### config.mk
export PLATFORM = sky130hd
export DESIGN_NAME = neumaier_chunk_accumulator
export DESIGN_NICKNAME = d
export VERILOG_FILES = /design/src/rtl/neumaier_chunk_accumulator.sv
export SDC_FILE = /design/constraint.sdc
export NUM_CORES = 1
export LEC_CHECK = 0
export CORE_UTILIZATION = 30
export CTS_BUF_LIST = sky130_fd_sc_hd__clkbuf_8
export DETAILED_ROUTE_END_ITERATION = 10
export MAX_ROUTING_LAYER = met4
export PLACE_DENSITY = 0.55
export SLEW_MARGIN = 20
export SYNTH_ARGS = -nofsm -noshare
export SYNTH_HDL_FRONTEND = slang
export SYNTH_SLANG_ARGS = --single-unit
### constraint.sdc
create_clock -name clk_i -period 7.26 [get_ports clk_i]
set_clock_uncertainty 0.15 [all_clocks]
set_input_delay 1.452 -clock clk_i [delete_from_list [all_inputs] [get_ports clk_i]]
set_output_delay 1.452 -clock clk_i [all_outputs]
set_load 0.005 [all_outputs]
### src/rtl/neumaier_chunk_accumulator.sv
// Realigns chunk tags with the adder-tree latency and sums the tree's partial sums into vector totals.
// Total is valid TREE_LATENCY+1 cycles after the last chunk enters. If the output register is still held, a new total is dropped and overrun is flagged.
module neumaier_chunk_accumulator #(
   parameter int IN_WIDTH     = 13,
   parameter int OUT_WIDTH    = 16,
   parameter int MAX_CHUNKS   = 16,
   parameter int TREE_LATENCY = 4,
   localparam int ACC_WIDTH   = IN_WIDTH + $clog2(MAX_CHUNKS),
   localparam int CNT_WIDTH   = $clog2(MAX_CHUNKS + 1)
) (
   input  logic                 clk_i,
   input  logic                 rst_i,
   input  logic                 chunk_valid_i,
   input  logic                 chunk_last_i,
   input  logic [IN_WIDTH-1:0]  sum_i,
   input  logic                 clear_flags_i,
   output logic                 out_valid_o,
   input  logic                 out_ready_i,
   output logic [OUT_WIDTH-1:0] out_sum_o,
   output logic [CNT_WIDTH-1:0] out_chunks_o,
   output logic                 out_sat_o,
   output logic                 busy_o,
   output logic                 overrun_o,
   output logic                 len_err_o
);

   typedef enum logic {IDLE, ACCUM} state_t;

   localparam logic signed [ACC_WIDTH-1:0] SAT_MAX =
      (ACC_WIDTH'(1) << (OUT_WIDTH - 1)) - ACC_WIDTH'(1);
   localparam logic signed [ACC_WIDTH-1:0] SAT_MIN = ~SAT_MAX;

   state_t                       state_q;
   logic [TREE_LATENCY-1:0]      tag_vld_q;
   logic [TREE_LATENCY-1:0]      tag_last_q;
   logic signed [ACC_WIDTH-1:0]  acc_q;
   logic [CNT_WIDTH-1:0]         cnt_q;

   logic                         d_valid;
   logic                         d_last;
   logic signed [ACC_WIDTH-1:0]  sum_ext;
   logic signed [ACC_WIDTH-1:0]  acc_base;
   logic signed [ACC_WIDTH-1:0]  acc_next;
   logic [CNT_WIDTH-1:0]         cnt_base;
   logic [CNT_WIDTH-1:0]         cnt_next;
   logic                         cnt_full;
   logic                         emit;
   logic                         force_close;
   logic                         load_ok;
   logic                         sat_hi;
   logic                         sat_lo;
   logic [OUT_WIDTH-1:0]         sat_val;

   assign d_valid  = tag_vld_q[TREE_LATENCY-1];
   assign d_last   = tag_last_q[TREE_LATENCY-1];
   assign sum_ext  = ACC_WIDTH'($signed(sum_i));

   // In IDLE the running sum restarts from zero, so one adder covers both states.
   assign acc_base = (state_q == ACCUM) ? acc_q : '0;
   assign cnt_base = (state_q == ACCUM) ? cnt_q : '0;
   assign acc_next = acc_base + sum_ext;
   assign cnt_next = cnt_base + CNT_WIDTH'(1);
   assign cnt_full = (cnt_next == CNT_WIDTH'(MAX_CHUNKS));

   assign emit        = d_valid && (d_last || cnt_full);
   assign force_close = d_valid && !d_last && cnt_full;
   assign load_ok     = !out_valid_o || out_ready_i;

   assign sat_hi  = (acc_next > SAT_MAX);
   assign sat_lo  = (acc_next < SAT_MIN);
   assign sat_val = sat_hi ? SAT_MAX[OUT_WIDTH-1:0] :
                    sat_lo ? SAT_MIN[OUT_WIDTH-1:0] :
                             acc_next[OUT_WIDTH-1:0];

   assign busy_o = (state_q == ACCUM) || (|tag_vld_q);

   always_ff @(posedge clk_i) begin
      if (rst_i) begin
         state_q      <= IDLE;
         tag_vld_q    <= '0;
         tag_last_q   <= '0;
         acc_q        <= '0;
         cnt_q        <= '0;
         out_valid_o  <= 1'b0;
         out_sum_o    <= '0;
         out_chunks_o <= '0;
         out_sat_o    <= 1'b0;
         overrun_o    <= 1'b0;
         len_err_o    <= 1'b0;
      end else begin
         // The tree never stalls, so the tag line shifts every cycle.
         tag_vld_q  <= (tag_vld_q << 1) | TREE_LATENCY'(chunk_valid_i);
         tag_last_q <= (tag_last_q << 1) | TREE_LATENCY'(chunk_valid_i & chunk_last_i);

         if (d_valid) begin
            acc_q   <= acc_next;
            cnt_q   <= cnt_next;
            state_q <= emit ? IDLE : ACCUM;
         end

         if (emit && load_ok) begin
            out_valid_o  <= 1'b1;
            out_sum_o    <= sat_val;
            out_chunks_o <= cnt_next;
            out_sat_o    <= sat_hi || sat_lo;
         end else if (out_valid_o && out_ready_i) begin
            out_valid_o <= 1'b0;
         end

         overrun_o <= (overrun_o && !clear_flags_i) || (emit && !load_ok);
         len_err_o <= (len_err_o && !clear_flags_i) || force_close;
      end
   end

endmodule

==> results of run 1 <==
[routing by layer]
layer | wire length, µm | global-route usage [%] | share of wire (%) | up-vias
li1 | - | - | - | 1336
met1 | 3744 | 18.23 | 52 | 1191
met2 | 3231 | 21.66 | 45 | 39
met3 | 181 | 2.067 | 2.5 | 6
met4 | 48 | 2.935 | 0.67 | 0
met5 | 0 | - | 0 | -
[power by group]
| group | internal [mW] | total (mW) | switching [mW] | leakage [nW] |
|---|---|---|---|---|
| Combinational | 0.0267 | 0.0599 | 0.0332 | 0.912 |
| Sequential | 0.310 | 0.312 | 0.00165 | 0.452 |
| Clock | 0.0677 | 0.176 | 0.108 | 0.0455 |
| Total | 0.404 | 0.547 | 0.143 | 1.41 |
[cells in the final DEF (no fill, tap or decap), types with 8 or more instances in the layout]
| cell | count |
|---|---|
| a211oi_1 | 8 |
| a211oi_2 | 8 |
| a21oi_1 | 14 |
| a311oi_1 | 8 |
| and2_1 | 13 |
| clkdlybuf4s50_1 | 43 |
| dfxtp_1 | 56 |
| ha_1 | 18 |
| inv_1 | 14 |
| mux2i_1 | 19 |
| nand2_1 | 17 |
| nor2_1 | 60 |
| nor2b_1 | 10 |
| o21ai_0 | 8 |
| o21bai_1 | 8 |
| xnor2_1 | 10 |
| xor2_1 | 8 |
[flip-flops by register name, indices dropped and copies added (netlist names)]
register and flops:
tag_last_q 4, out_chunks_o 5, state_q 1, cnt_q 5, acc_q 17, out_sat_o 1
overrun_o 1, len_err_o 1, out_valid_o 1, out_sum_o 16, tag_vld_q 4
[worst paths after layout]
kind | endpoint | cells past startpoint
max | out_sum_o[11] | 10
min | tag_last_q[2] | 1
max reg2reg | out_sum_o[11] | 11
min reg2reg | tag_last_q[2] | 1
[logic make-up (layout without fill, tap and decap cells)]
kind of cell / Yosys count / count (layout) / share of synthesized area (%)
adders and majority gates: 26 / 26 / 9.800
xor gates and xnor gates: 22 / 22 / 7.416
DFF: 56 / 56 / 33.90
and+or+nand+nor: 125 / 125 / 18.09
buffers and inverters: 32 / 66 / 4.238
AOI/OAI and AO/OA: 80 / 80 / 19.79
muxes: 22 / 22 / 6.772
[stage by stage]
| stage | util [%] | cells |
|---|---|---|
| detailed placement | 36.50 | 525 |
| global placement | 36.50 | 525 |
| CTS | 37.35 | 533 |
| global route | 37.37 | 533 |
| floorplan | - | 363 |
| finish | 37.37 | 533 |
[critical path, stage by stage]
cell,delay (ns)
clkdlybuf4s50_1,0.54
ha_1,0.44
a21o_1,0.23
a21o_1,0.17
a21oi_1,0.27
nand2_1,0.15
a41oi_4,0.25
xor2_4,0.52
maj3_2,0.32
a211oi_2,0.06
[layout make-up]
class                   count  share of cell area (%)
inverters                  13                   1.242
clock buffers               5                   1.752
repair buffers             45                   11.34
well taps                 136                   4.333
multi-input cells         275                   52.28
flip-flops and latches     56                   28.54
clock inverters             3                  0.5097
==> flow_summary.toml, run 1 <==
[pwr]
ir_worst_vdd_uv = 74.70
power_uw = 547.5
power_density_nw_per_um2 = 139.4
p_leak_nw = 1.410

[synth]
synth_nets = 401
synth-seq-cells = 56
syn_area_per_cell_um2 = 9.110
synth_area_leader_cell = "dfxtp_1"
synth-edff-count = 0
ys_seq_area_share_pct = 33.90
synthArstFlopShare_pct = 0
yosys-top-cells-area = "dfxtp_1, ha_1, nor2_1"
yosys-top-cells-count = "nor2_1, dfxtp_1, mux2i_1"
synth_cell_type_count = 53
syn_area_um2 = 3307
synth_top_area_share_pct = 33.90
yosysWarningCount = 0
synthCells = 363
synth_most_common_cell = "nor2_1"
ys.flop_type = "dfxtp_1"

[routing]
dr.pass1.iters = 4
drtIter0Drc = 83
vias = 2572
routed_via_density = 4.826
drc = 0
wire_per_inst_um = 13.52
totalWireLength_mm = 7.206
ant_nets = 0

[timing]
layout_setup_ws_ns = 2.867
rsz0062_at_grt = "false"
setup_viol = 0
hold_violations = 0
worst-slew-pin-transition_ns = 1.016
finalCritPeriodShare_pct = 60.50
maxSlewHeadroom_pct = 32.13
fin_crit_ns = 4.393
report.final.slew_viol_count = 0
whs_ns = 0.2960
finalSetupTns_ns = 0
fmax_ghz = 0.2277

[critical_path]
cp-startpoint = "sum_i[12]"
arrival_ns = 4.40
timing.rr.start = "state_q"
cp-start-kind = "input pin"
cp_max_fo = 17
end_kind = "flop"
r2r_slack_ns = 3.43
path_class = "in2reg"
required_ns = 7.27

[clock_tree]
post-cts-setup-buffer-count = 0
cts_tree = "built"
clockRootBuffer = "clkbuf_8"
cts_made_buffers = 5
clk_pin_slew_ns = 0.10
cts.path.max_buffers = 2
cts_resized = 0
clock_latency_ns = 0.31
cts_sinks = 56
htreeDepth = 2
cts-hold-fix-buffers = 0

[floorplanning]
rows = 37
die_h_um = 107.0
die-area_um2 = 11450
die-width_um = 107.0
io_pins = 45
initial_utilization_pct = 31.47
core-area_um2 = 10510

[outcome]
status = "finished clean"

[grt]
antenna_found_initial = 0
grtUsageTotal_pct = 13.60
grt_pass1_wl_mm = 12.14
grt_pass1_vias = 2499
grt_max_degree = 57
overflow = 0

[final_layout]
n_fill_cell = 1096
diodes = 0
area_growth_syn_to_layout_pct = 18.77
multiInputGateArea_um2 = 2053
seq_area_um2 = 1121
design_area_um2 = 3928
final_net_count = 434
drive_gt1_share_pct = 11.34

[placement]
port_buffers = 44
post-place-ws_ns = 2.598
place_area_um2 = 3836
place.gp.congestion = 0.8407
dpl.hpwl_mm = 4.961

[hold_path]
hold_path_startpoint = "tag_last_q[1]"
hp-class = "reg2reg"

[run]
maxCapViolCount = 0
(Power assumes the default switching activity.)
==> inputs of run 2 (changes only) <==
--- a/config.mk
+++ b/config.mk
@@ -9,7 +9,7 @@
 export CTS_BUF_LIST = sky130_fd_sc_hd__clkbuf_8
 export DETAILED_ROUTE_END_ITERATION = 10
 export MAX_ROUTING_LAYER = met4
-export PLACE_DENSITY = 0.55
+export PLACE_DENSITY = 0.57
 export SLEW_MARGIN = 20
 export SYNTH_ARGS = -nofsm -noshare
 export SYNTH_HDL_FRONTEND = slang
==> constraint.sdc (replaced) <==
create_clock -name clk_i -period 4 [get_ports clk_i]
set_clock_uncertainty 0.15 [all_clocks]
set_input_delay 0.8 -clock clk_i [delete_from_list [all_inputs] [get_ports clk_i]]
set_output_delay 0.8 -clock clk_i [all_outputs]
set_load 0.005 [all_outputs]
==> run 2 against run 1 <==
Compared with the run above: combinational power rose by 92%; via count rose by 0.23%; register-to-register slack got worse by 2.9 ns; routed wire length fell by 0.94%; critical endpoint is now out_sum_o[14]; non-clock buffer count rose by 9; cell count rose by 1.7%; critical path type unchanged; first-iteration DRC count rose by 7.2%.
==> flow_summary.toml, run 2 (synthesis results as in run 1) <==
[hold_path]
hold_depth = 1
hp-class = "reg2reg"

[grt]
grt.busiest_layer = "met2"
grt.met1_usage_pct = 17.99
antenna_found_initial = 0
gr-usage-met2_pct = 23.36
grt_pass1_wl_mm = 12.59
grt_max_degree = 41
grt_pass1_vias = 2639
grtUsageTotal_pct = 14.04
grt_use_met3_pct = 2.614
overflow = 0

[routing]
drtIter0Drc = 89
ant_nets = 0
drc = 0
routed_via_density = 4.756
totalWireLength_mm = 7.138
vias = 2578
dr.pass1.iters = 4
wire_per_inst_um = 13.17

[final_layout]
drive_gt1_share_pct = 13.55
post_layout_nonfiller_instances = 542
diodes = 0
final_common_cell = "nor2_1"
final_net_count = 443
multiInputGateArea_um2 = 2053
regMostFlops = "acc_q"
area_growth_syn_to_layout_pct = 21.57
final_cell_mix = "nor2_1, dfxtp_1, clkdlybuf4s50_1"
seq_area_um2 = 1121
top_regs = "acc_q: 17 flops, out_sum_o: 16 flops"
n_fill_cell = 1045
largest_reg_flops = 17

[clock_tree]
cts_sinks = 56
clockRootBuffer = "clkbuf_8"
clk_pin_slew_ns = 0.10
cts_resized = 0
cts_made_buffers = 5
cts.path.max_buffers = 2
cts-hold-fix-buffers = 0
htreeDepth = 2
cts_tree = "built"
clock_latency_ns = 0.31
post-cts-setup-buffer-count = 0

[pwr]
p_comb_share_pct = 11.5
p_clk_share_pct = 32.0
intPower_uw = 743.4
power_density_nw_per_um2 = 249.2
ir_worst_vdd_uv = 229.0
p_leak_nw = 1.466
power_mw = 1.002
p_sw_uw = 258.3
p_seq_share_pct = 56.5
swShare_pct = 25.78

[timing]
worst-slew-pin-transition_ns = 0.6914
setup_viol = 0
layout_setup_ws_ns = 0.5143
rsz0062_at_grt = "false"
fin_crit_ns = 3.486
finalSetupTns_ns = 0
fmax_ghz = 0.2869
hold_violations = 0
finalCritPeriodShare_pct = 87.14
report.final.slew_viol_count = 0
maxSlewHeadroom_pct = 53.84

[critical_path]
r2r_slack_ns = 0.58
required_ns = 4.09
ff2ff_path_depth = 12
cp_max_fo = 4
cp-start-kind = "input pin"
end_kind = "flop"
arrival_ns = 3.58
path_class = "in2reg"

[floorplanning]
die_h_um = 107.0
core-area_um2 = 10510
initial_utilization_pct = 31.47
io_pins = 45
rows = 37
die-width_um = 107.0
die-area_um2 = 11450

[placement]
dpl.cell_count = 534
dpl.hpwl_mm = 5.260
post-place-ws_ns = 0.1855
place.gp.congestion = 0.8251
port_buffers = 44

[run]
maxCapViolCount = 0

[outcome]
status = "finished clean"
-- run 2: layout make-up --
cell class	count	share of cell area (%)
sequential	56	27.89
inverter	13	1.214
tap	136	4.233
clock buffer	5	1.712
clock inverter	3	0.5602
timing repair buffer	54	13.32
multi-input combinational	275	51.07
-- run 2: metrics by stage --
stage / hold WS (ns) / utilization, % / instance area, µm²
after global routing: 0.3305 / 38.25 / 4020
after CTS: 0.2965 / 38.25 / 4020
final: 0.2956 / 38.25 / 4020
after floorplan: 0.2638 / - / 3307
after detailed placement: 0.2704 / 37.39 / 3929
after global placement: 0.2752 / 37.39 / 3929
-- run 2: metal layers --
metal | share of wire (%) | up-vias | wire, µm
met2 | 46 | 37 | 3315
met1 | 51 | 1187 | 3630
met5 | 0 | - | 0
met4 | 0.41 | 0 | 29
met3 | 2.3 | 2 | 162
li1 | - | 1352 | -
-- run 2: critical path: stages --
cell and delay, ns:
clkdlybuf4s50_1 0.46, ha_1 0.19, inv_1 0.06, fa_1 0.39, nand2b_1 0.19, a21oi_2 0.24, o2111ai_1 0.21, a31oi_2 0.23
a31oi_1 0.11, xor2_1 0.17, maj3_2 0.33, a211oi_2 0.21
-- run 2: worst paths after layout --
kind,startpoint,to
max,sum_i[0],out_sum_o[14]
min,tag_last_q[2],tag_last_q[3]
max reg2reg,state_q,out_sum_o[7]
min reg2reg,tag_last_q[2],tag_last_q[3]
-- run 2: power by group through the flow --
stage	combinational [mW]	clock, mW	sequential [mW]
after floorplan	0.0748	0	0.577
after detailed placement	0.115	0	0.579
after global placement	0.115	0	0.579
final	0.115	0.321	0.566
after global routing	0.127	0.357	0.567
after CTS	0.116	0.334	0.566
